[config.mk]
export PLATFORM = sky130hd
export DESIGN_NAME = enemy_fire_sched
export DESIGN_NICKNAME = d
export VERILOG_FILES = /design/src/rtl/enemy_pkg.sv /design/src/rtl/enemy_fire_sched_lfsr16.sv /design/src/rtl/enemy_fire_sched.sv
export SDC_FILE = /design/constraint.sdc
export NUM_CORES = 1
export LEC_CHECK = 0
export CAP_MARGIN = 30
export CORE_MARGIN = 3
export CORE_UTILIZATION = 52
export CTS_CLUSTER_DIAMETER = 30
export DETAILED_ROUTE_END_ITERATION = 16
export DONT_BUFFER_PORTS = 1
export GPL_TIMING_DRIVEN = 0
export PLACE_DENSITY = 0.7
export SLEW_MARGIN = 20
export SYNTH_ARGS = -nofsm -noshare
export SYNTH_HDL_FRONTEND = slang
export SYNTH_SLANG_ARGS = --single-unit
[constraint.sdc]
create_clock -name pclk -period 2.83 [get_ports pclk]
set_clock_uncertainty 0.2 [all_clocks]
set_input_delay 0.283 -clock pclk [delete_from_list [all_inputs] [get_ports pclk]]
set_output_delay 0.283 -clock pclk [all_outputs]
set_load 0.02 [all_outputs]
[src/rtl/enemy_pkg.sv]
// Shared definitions for the enemy fire scheduler.
// State encoding, LFSR constants and screen geometry.
package enemy_pkg;

  typedef enum logic [2:0] {
    IDLE = 3'd0,
    WAIT = 3'd1,
    PICK = 3'd2,
    FIRE = 3'd3,
    HOLD = 3'd4
  } state_t;

  localparam logic [15:0] LFSR_SEED = 16'hACE1;
  localparam logic [15:0] LFSR_MASK = 16'hB400;

  localparam int COORD_W = 11;

  localparam logic [COORD_W-1:0] SCREEN_Y_MAX = 11'd767;

  // One Galois step, shifting right.
  function automatic logic [15:0] lfsr_step(
    input logic [15:0] cur
  );
    lfsr_step = (cur >> 1) ^ (cur[0] ? LFSR_MASK : 16'h0000);
  endfunction

endpackage

[src/rtl/enemy_fire_sched_lfsr16.sv]
// Free-running 16-bit Galois LFSR, stepping every cycle.
// Used for shot jitter and shooter selection.
module lfsr16
  import enemy_pkg::*;
(
  input  logic        pclk,
  input  logic        rst,
  output logic [15:0] q
);

  // Advance every cycle; reset reloads the seed.
  always_ff @(posedge pclk) begin
    if (rst) q <= LFSR_SEED;
    else     q <= lfsr_step(q);
  end

endmodule

[src/rtl/enemy_fire_sched.sv]
// Enemy fire scheduler: picks a live shooter and pulses fire.
// Optional ENEMY_FIRE_RANDOM_EN adds LFSR jitter and random start.
module enemy_fire_sched
  import enemy_pkg::*;
#(
  parameter int N_ENEMIES    = 8,
  parameter int BASE_DELAY   = 32_500_000,
  parameter int JITTER_SHIFT = 8,
  parameter int X_OFFSET     = 24,
  parameter int Y_OFFSET     = 64,
  parameter int Y_MAX        = int'(SCREEN_Y_MAX),
  parameter int HOLD_TIMEOUT = 4
) (
  input  logic                     pclk,
  input  logic                     rst,
  input  logic                     game_en,
  input  logic [N_ENEMIES-1:0]     enemy_alive,
  input  logic [11*N_ENEMIES-1:0]  enemy_xpos_flat,
  input  logic [11*N_ENEMIES-1:0]  enemy_ypos_flat,
  input  logic                     missile_on,
  output logic                     fire,
  output logic                     shooter_alive,
  output logic [COORD_W-1:0]       xpos_out,
  output logic [COORD_W-1:0]       ypos_out,
  output logic [3:0]               shooter_idx
);

  state_t state;
  state_t state_n;

  logic [25:0] delay_cnt;
  logic [25:0] jitter;
  logic [3:0]  start_idx;
  logic [3:0]  scan_idx;
  logic [3:0]  scan_nxt;
  logic [4:0]  scanned;
  logic [15:0] hold_cnt;

  logic        load_dly;
  logic        start_pick;
  logic        hit;

  logic [15:0]        alive_pad;
  logic [COORD_W-1:0] x_arr [16];
  logic [COORD_W-1:0] y_arr [16];

  logic [COORD_W-1:0] x_sel;
  logic [COORD_W-1:0] y_sel;
  logic [COORD_W-1:0] x_muz;
  logic [11:0]        y_sum;
  logic [COORD_W-1:0] y_muz;

  assign alive_pad = 16'(enemy_alive);

  genvar g;
  for (g = 0; g < 16; g++) begin : g_unpack
    if (g < N_ENEMIES) begin : g_live
      assign x_arr[g] = enemy_xpos_flat[11*g +: 11];
      assign y_arr[g] = enemy_ypos_flat[11*g +: 11];
    end else begin : g_pad
      assign x_arr[g] = '0;
      assign y_arr[g] = '0;
    end
  end

`ifdef ENEMY_FIRE_RANDOM_EN
  logic [15:0] lfsr_q;

  lfsr16 u_lfsr (
    .pclk (pclk),
    .rst  (rst),
    .q    (lfsr_q)
  );

  assign jitter    = 26'(lfsr_q) << JITTER_SHIFT;
  assign start_idx = 4'(32'(lfsr_q[3:0]) % N_ENEMIES);
`else
  logic [3:0] rr_ptr;

  assign jitter    = '0;
  assign start_idx = rr_ptr;
`endif

  assign scan_nxt =
    (scan_idx == 4'(N_ENEMIES - 1)) ? 4'd0 : scan_idx + 4'd1;

  assign x_sel = x_arr[scan_idx];
  assign y_sel = y_arr[scan_idx];
  assign x_muz = x_sel + 11'(X_OFFSET);
  assign y_sum = {1'b0, y_sel} + 12'(Y_OFFSET);
  assign y_muz = (y_sum > 12'(Y_MAX)) ? 11'(Y_MAX) : y_sum[10:0];

  assign fire          = (state == FIRE);
  assign shooter_alive = (state == FIRE) || (state == HOLD);

  // State register.
  always_ff @(posedge pclk) begin
    if (rst) state <= IDLE;
    else     state <= state_n;
  end

  // Next-state and datapath strobes.
  always_comb begin
    state_n    = state;
    load_dly   = 1'b0;
    start_pick = 1'b0;
    hit        = 1'b0;
    case (state)
      IDLE: begin
        if (game_en && !missile_on) begin
          state_n  = WAIT;
          load_dly = 1'b1;
        end
      end
      WAIT: begin
        if (game_en && delay_cnt == '0) begin
          state_n    = PICK;
          start_pick = 1'b1;
        end
      end
      PICK: begin
        if (alive_pad[scan_idx]) begin
          state_n = FIRE;
          hit     = 1'b1;
        end else if (scanned == 5'(N_ENEMIES - 1)) begin
          state_n = IDLE;
        end
      end
      FIRE: state_n = HOLD;
      HOLD: begin
        if (missile_on ||
            hold_cnt == 16'(HOLD_TIMEOUT - 1))
          state_n = IDLE;
      end
      default: state_n = IDLE;
    endcase
  end

  // Delay counter: load on launch, count down only while gameplay runs.
  always_ff @(posedge pclk) begin
    if (rst) begin
      delay_cnt <= '0;
    end else if (load_dly) begin
      delay_cnt <= 26'(BASE_DELAY - 1) + jitter;
    end else if (state == WAIT && game_en && delay_cnt != '0) begin
      delay_cnt <= delay_cnt - 26'd1;
    end
  end

  // Scan pointer and miss counter for the shooter search.
  always_ff @(posedge pclk) begin
    if (rst) begin
      scan_idx <= '0;
      scanned  <= '0;
    end else if (start_pick) begin
      scan_idx <= start_idx;
      scanned  <= '0;
    end else if (state == PICK && !hit) begin
      scan_idx <= scan_nxt;
      scanned  <= scanned + 5'd1;
    end
  end

  // Muzzle position and shooter latched on a hit, held until the next one.
  always_ff @(posedge pclk) begin
    if (rst) begin
      xpos_out    <= '0;
      ypos_out    <= '0;
      shooter_idx <= '0;
    end else if (hit) begin
      xpos_out    <= x_muz;
      ypos_out    <= y_muz;
      shooter_idx <= scan_idx;
    end
  end

`ifndef ENEMY_FIRE_RANDOM_EN
  // Round-robin start: one past the last shooter.
  always_ff @(posedge pclk) begin
    if (rst)      rr_ptr <= '0;
    else if (hit) rr_ptr <= scan_nxt;
  end
`endif

  // Cycles spent in HOLD waiting for the missile to launch.
  always_ff @(posedge pclk) begin
    if (rst)                hold_cnt <= '0;
    else if (state == FIRE) hold_cnt <= '0;
    else if (state == HOLD) hold_cnt <= hold_cnt + 16'd1;
  end

endmodule

---- Yosys cells after proc, flatten, opt, wreduce, memory -nomap -nowiden ----
Cells that the tools add are included.
W data, S select, Z words.
storage, ports and cells
  logic and storage cells ................. 75
  register bits ........................... 84
  input port bits ......................... 188
  output and inout bits ................... 28
cells by class
  reductions and logical operators ........ 18
  $add $sub $neg .......................... 6
  equal/unequal tests ..................... 11
  order comparisons ....................... 3
  mux-type cells .......................... 26
  bitwise operators ....................... 1
operator list
  cell                     count
  $bmux W11 S4             2
  $mux W11                 5
  $mux W25                 2
  $logic_not A26 Y1        1
  $reduce_bool A26 Y1      1
  $sub A26 B1 Y26 const B  1
  $add A16 B1 Y16 const B  1
  $eq A16 B2 Y1 const B    1
  $mux W3                  5
  $pmux W3 S5              1
  $add A11 B7 Y12 const B  1
  $gt A12 B10 Y1 const B   1
  $mux W4                  3
  $add A11 B5 Y11 const B  1
  $mux W1                  7
  $eq A3 B2 Y1 const B     2
  $reduce_or A2 Y1         3
  $add A5 B1 Y5 const B    1
  $eq A5 B3 Y1 const B     1
  $ge A5 B5 Y1 const B     1
  $logic_and A1 B1 Y1      5
  $lt A4 B5 Y1 const B     1
  $not A4 Y5               1
  $add A4 B1 Y4 const B    1
  other kinds (12)         16

---- Longest topological paths before layout ----
Gate-level depths: netlist of the first run.
  depth in word-level cells ............... 8
  depth in mapped cells ................... 13
  depth with buffers taken out ............ 8

---- Worst setup path after synthesis of the first run ----
No wires, ideal clock.
  path kind ............................... reg2reg
  start ................................... register scan_idx[2]
  end ..................................... register xpos_out[7]
  period minus slack after synthesis ...... 2.894 ns
  setup time .............................. 0.101 ns
  path slack .............................. -0.064 ns
  required time ........................... 2.529 ns
  cell stages (with the launch flop) ...... 13
  arrival ................................. 2.592 ns
  path buffers ............................ 5
  cell sequence ........................... dfxtp_1 > buf_4 > buf_4 > buf_2 > buf_2 > buf_1 > mux4_2 > mux2_2 > nand2_1 > ha_1 > nor2b_1 > xnor2_1 > o41ai_1
on the way
  longest elaborated chain between the ends .. 5
  elaborated cells between the ends (all ways) .. 9
  those cells by class .................... add/sub: 1; mux: 7; bitwise: 1
RTL lines
  element                                      RTL line                 source
  from (decl)                                  enemy_fire_sched.sv:34   logic [3:0] scan_idx;
  from (signal assigned)                       enemy_fire_sched.sv:156  scan_idx <= start_idx;
  from (signal assigned)                       enemy_fire_sched.sv:159  scan_idx <= scan_nxt;
  $not A4 Y5 (not written as such)             enemy_fire_sched.sv:87   assign x_sel = x_arr[scan_idx];
  $bmux W11 S4                                 enemy_fire_sched.sv:87
  $mux W11 (not written as such) (2 in a row)  enemy_fire_sched.sv:87
  $add A11 B5 Y11                              enemy_fire_sched.sv:89   assign x_muz = x_sel + 11'(X_OFFSET);
  to (signal assigned)                         enemy_fire_sched.sv:171  xpos_out <= x_muz;
  to (decl)                                    enemy_fire_sched.sv:23   output logic [COORD_W-1:0] xpos_out,
Parallel ways exist; a longest one is shown, timed or not. The select of a mux whose other input is x is not followed.
A chain may end at the register's enable or synchronous reset.

---- Worst setup path in the final report of the first run ----
  start ................................... register scan_idx[1]
  end ..................................... register ypos_out[7]
on the way
  longest elaborated chain between the ends .. 7
  elaborated cells between the ends (all ways) .. 11
  those cells by class .................... add/sub: 1; order compare: 1; mux: 8; bitwise: 1
RTL lines
  element                                      RTL line                 source
  $not A4 Y5 (not written as such)             enemy_fire_sched.sv:88   assign y_sel = y_arr[scan_idx];
  $bmux W11 S4                                 enemy_fire_sched.sv:88
  $mux W11 (not written as such) (2 in a row)  enemy_fire_sched.sv:88
  $add A11 B7 Y12                              enemy_fire_sched.sv:90   assign y_sum = {1'b0, y_sel} + 12'(Y_OFFSET);
  $gt A12 B10 Y1                               enemy_fire_sched.sv:91   assign y_muz = (y_sum > 12'(Y_MAX)) ? 11'(Y_MAX) : y_sum[10:0];
  $mux W11                                     enemy_fire_sched.sv:91
  to (signal assigned)                         enemy_fire_sched.sv:172  ypos_out <= y_muz;
  to (decl)                                    enemy_fire_sched.sv:24   output logic [COORD_W-1:0] ypos_out,
Parallel ways exist; a longest one is shown, timed or not. The select of a mux whose other input is x is not followed.

==> metrics, run 1 <==
IO Port Bufs=0; VDD IR max=308 uV; CTS tree=built; vias in the first global route=4748; Die Ht=109 um; global-route wire length before repair=24100 um; vias per inst=6.41; worst-margin pin slew=821 ps; initial core utilization=53.7%; flop2flop setup slack=50 ps; WP data arrival=2800 ps; Hold WC Path Type=input port to flip-flop; post-synth top area cell=dfxtp_1; Post-synth EDFFs=0; final period utilization=98.3%; # setup viols final=0; Layout area overhead=10.3%; CP max stage cell=mux4_1; FP Rows=37; remaining routing DRC violations=0; HPWL after DPL=12600 um; Detailed Route WL=16200 um; IO Count=216; max-slew violation count=0; library cells used by synthesis=64; clock slew at reported path FFs=90 ps; Worst R2R End=ypos_out[7]; worst r2r src=scan_idx[1]; worst skew pair latency=360 ps; Final Power=3.32 mW; Power per Cell Area=540 nW/um2; CP delay by family, top=multiplexers; Hold Fails Final Rpt=0; Non-Filler Instances=754; Die Area=12000 um2; root buffer cell=clkbuf_8; max_slew headroom=44.8%; CP max FO=8; gpl congestion=0.918; status=complete, no violations; Global Route Usage Sum=26.0%; DRT iter0 DRCs=358; placed cells=733; hold path endpoint=state[0]; total gr overflow=0; antenna violations before repair=0; Core Footprint=10400 um2; fmax=0.359 GHz; number of CTS-inserted buffers=9; critical-path cell list=buf_8, mux4_1, mux2i_2, nor2_1, or4b_4, a21oi_4, a311oi_1; commonest non-fill, non-tap cell in the layout=dfxtp_1; final design utilization=59.2%; RSZ-0062 raised after global routing=yes; reg2reg path depth=7; antenna-violating nets left=0; count of clock tree sinks=84; post-synth top area share=30.2%; final period demand of the worst path=2780 ps; max-cap violations=0; CP peak stage delay=580 ps; most frequent cells in the layout=83 x dfxtp_1, 63 x nor2_1, 46 x nand2_1, 41 x a21oi_1, 35 x mux4_2; worst hold start=game_en; net count after synthesis=792; WP buf/inv=1; leakage power total=2.00 nW; CTS H-tree depth=3; endpoint class of the critical path=flip-flop; pin count of the biggest net entering global routing=20; Die Span X=109 um; Clock Path Buffers=2; Worst Setup Slack, final=47.2 ps; Hold Path Depth=3; Syn Inst Count=597; Antenna diodes=0; Setup CP Type=flip-flop to flip-flop; Final #Nets=808; FFs w/ async S/R, synth=0%; sequential fraction of the synthesis area=30.2%; #FFs+latches synth=84; Setup WS pre-CTS=-478 ps; syn_area_per_cell=9.32 um2; share of layout cells above drive strength 1=18.8%; Hold WS=44.6 ps; routed vias=4836; CP required=2840 ps; largest cells by area after synthesis=dfxtp_1 30%, mux4_2 13%, xor2_1 4.6%; DRT Pass-1 Iters=5; wire per inst=21.4 um; Most used DFF post-synth=dfxtp_1; yosys warns=0; Post-Syn Area=5570 um2; startpoint types=flip-flop
final cells by class:
class	instances	area, um2
inverter	8	30.0
fill	945	4230
sequential	84	1680
tap	136	170
timing repair buffer	7	55.1
multi-input combinational	467	3720
clock buffer	9	124
clock inverter	7	105
buffer	36	246
synth_stat cells (all sizes together) (8+ instances only):
cell type and n:
a211oi 15, a21oi 42, a22oi 9, buf 23
clkbuf 16, dfxtp 84, inv 8, mux2 12
mux2i 24, mux4 37, nand2 47, nand3 22
nand4 9, nor2 66, nor3 15, nor4 14
o21ai 8, or3 12, xnor2 18, xor2 29
worst max-delay path by stage:
stage / from / to / cells past startpoint / slack, ps
global route: scan_idx[1] / ypos_out[7] / 9 / -70
floorplan: scan_idx[2] / xpos_out[7] / 12 / 110
CTS: scan_idx[2] / xpos_out[7] / 11 / 2
finish: scan_idx[1] / ypos_out[7] / 7 / 50
global placement: scan_idx[2] / xpos_out[7] / 12 / -400
detailed placement: scan_idx[2] / xpos_out[7] / 12 / -480
cells by family after synthesis:
family	after synthesis	synth area share (%)
adders and majority gates	7	1.57
AOI/OAI and AO/OA	111	13.8
DFF	84	30.2
xor gates and xnor gates	47	7.40
and+or+nand+nor	228	20.7
buffers and inverters	47	4.38
muxes	73	22.0
through the flow:
stage	cell area, um2	setup TNS, ps
floorplan	5570	0
global placement	5740	-1620
detailed placement	5740	-2010
CTS	6010	0
global route	6140	-250
finish	6140	0
flip-flops by register name (all words and copies together) (netlist names), 4 cells and up:
register,cells
scanned,5
ypos_out,11
scan_idx,4
delay_cnt,26
hold_cnt,16
rr_ptr,4
shooter_idx,4
xpos_out,11
report_power, final:
part | switching (mW) | internal (mW)
Clock | 0.470 | 0.511
Sequential | 0.138 | 1.29
Combinational | 0.517 | 0.389
per-layer routing:
metal | vias up | wire, um | GRT usage (%)
met4 | 0 | 348 | 8.73
met1 | 2311 | 6410 | 32.4
li1 | 2301 | - | -
met5 | - | 0 | 0
met3 | 23 | 1020 | 5.34
met2 | 201 | 8370 | 44.7
tightest hold or removal path: stages:
cell	delay [ps]
inv_1	40
o21ai_0	110
a21oi_1	130
what timing repair did:
action / 4_1_cts / 5_1_grt
endpoints found under the hold margin: 1 / 0
resized for setup: 11 / 25
setup endpoints to repair: 14 / 45
cloned: 1 / 0
pin swaps: 1 / 12
buffers inserted: 0 / 6
hold buffers: 1 / 0
Power figures use the tool's default switching activity.
==> inputs of run 2 (changes only) <==
- MAX_ROUTING_LAYER: default -> met4
==> run 2 against run 1 <==
Compared with the run above: sequential share of layout area grew 0.19 points; critical path type unchanged; critical path depth increased by 2; fmax is 1.5% higher; clock power barely moved; utilization is 0.40 points lower; hold slack better by 2.2 ps; die area unchanged; non-clock buffer count down 1.
==> metrics, run 2 (synthesis gave the netlist of run 1 again) <==
CTS tree=built; DRT iter0 DRCs=356; max-cap violations=0; status=complete, no violations; Hold Fails Final Rpt=0; FP Rows=37; final design utilization=58.8%; final period utilization=96.9%; Detailed Route WL=16000 um; Global Route Usage Sum=26.7%; largest register by flop count=delay_cnt; Layout area overhead=9.55%; commonest non-fill, non-tap cell in the layout=dfxtp_1; Non-Filler Instances=753; gpl congestion=0.934; max_slew headroom=45.8%; CP peak stage delay=610 ps; number of CTS-inserted buffers=9; most frequent cells in the layout=83 x dfxtp_1, 63 x nor2_1, 46 x nand2_1, 41 x a21oi_1, 35 x mux4_2; antenna violations before repair=0; max-slew violation count=0; vias per inst=6.41; CP max FO=8; clock slew at reported path FFs=90 ps; endpoint class of the critical path=flip-flop; CP max stage cell=or4b_4; CP required=2870 ps; RSZ-0062 raised after global routing=yes; leakage power total=1.98 nW; initial core utilization=53.7%; Power per Cell Area=541 nW/um2; Die Area=12000 um2; IO Port Bufs=0; Setup WS pre-CTS=-478 ps; CP delay by family, top=simple AND/OR/NAND/NOR gates; HPWL after DPL=12600 um; IO Count=216; startpoint types=flip-flop; VDD IR max=307 uV; CTS H-tree depth=3; wire per inst=21.2 um; worst skew pair latency=360 ps; WP data arrival=2780 ps; top flop regs=delay_cnt x26, hold_cnt x16; Worst Setup Slack, final=87.2 ps; routed vias=4823; worst-margin pin slew=806 ps; Setup CP Type=flip-flop to flip-flop; global-route wire length before repair=24100 um; # setup viols final=0; Hold WS=46.8 ps; placed cells=733; Final #Nets=807; root buffer cell=clkbuf_8; Core Footprint=10400 um2; share of layout cells above drive strength 1=17.8%; Die Ht=109 um; WP buf/inv=1; fmax=0.365 GHz; Final Power=3.30 mW; Die Span X=109 um; Antenna diodes=0; remaining routing DRC violations=0; max FFs per register=26; count of clock tree sinks=84; final period demand of the worst path=2740 ps; total gr overflow=0; Clock Path Buffers=2; critical-path cell list=buf_6, mux4_2, mux2i_2, nor2_2, ha_4, nand4_1, or4b_4, a21oi_4, o32ai_1; antenna-violating nets left=0; vias in the first global route=4749; DRT Pass-1 Iters=5; pin count of the biggest net entering global routing=20; Hold WC Path Type=input port to flip-flop
[run 2: final cells by class]
class,count,area (um2)
fillers,947,4270
multi-input cells,467,3700
clock buffers,9,124
plain buffers,36,239
clock inverters,7,105
repair buffers,6,47.5
inverters,8,30.0
flip-flops and latches,84,1680
well taps,136,170
[run 2: worst min-delay path: stages]
cell and delay (ps):
inv_1 50, o21ai_0 110, a21oi_1 130
[run 2: path summary, 6_finish.rpt]
path         cells after the start     endpoint   startpoint  slack [ps]
min                              3     state[0]      game_en          50
max                              9  ypos_out[3]  scan_idx[1]          90
min reg2reg                      2    rr_ptr[0]    rr_ptr[0]         260
max reg2reg                      9  ypos_out[3]  scan_idx[1]          90
[run 2: per-layer routing]
layer / vias to the layer above / share of wire [%] / GRT usage (%)
met4: 0 / 2.8 / 8.73
met3: 32 / 5.8 / 4.99
li1: 2295 / - / -
met2: 195 / 51 / 44.7
met5: - / 0 / -
met1: 2301 / 40 / 32.7
[run 2: what timing repair did]
item                                    4_1_cts  5_1_grt
gates resized for setup                      11       18
pin swaps                                     1        9
cloned                                        1        0
endpoints found under the hold margin         1        0
hold buffers                                  1        0
buffers inserted                              0        5
endpoints found under the setup margin       14       45
[run 2: power by group]
| group | internal [mW] | switching (mW) |
|---|---|---|
| Combinational | 0.380 | 0.507 |
| Sequential | 1.29 | 0.138 |
| Clock | 0.511 | 0.469 |
[run 2: through the flow]
stage | cell area (um2) | setup TNS [ps]
CTS | 6010 | 0
detailed placement | 5740 | -2010
finish | 6100 | 0
global placement | 5740 | -1620
global route | 6100 | -54.2
floorplan | 5570 | 0
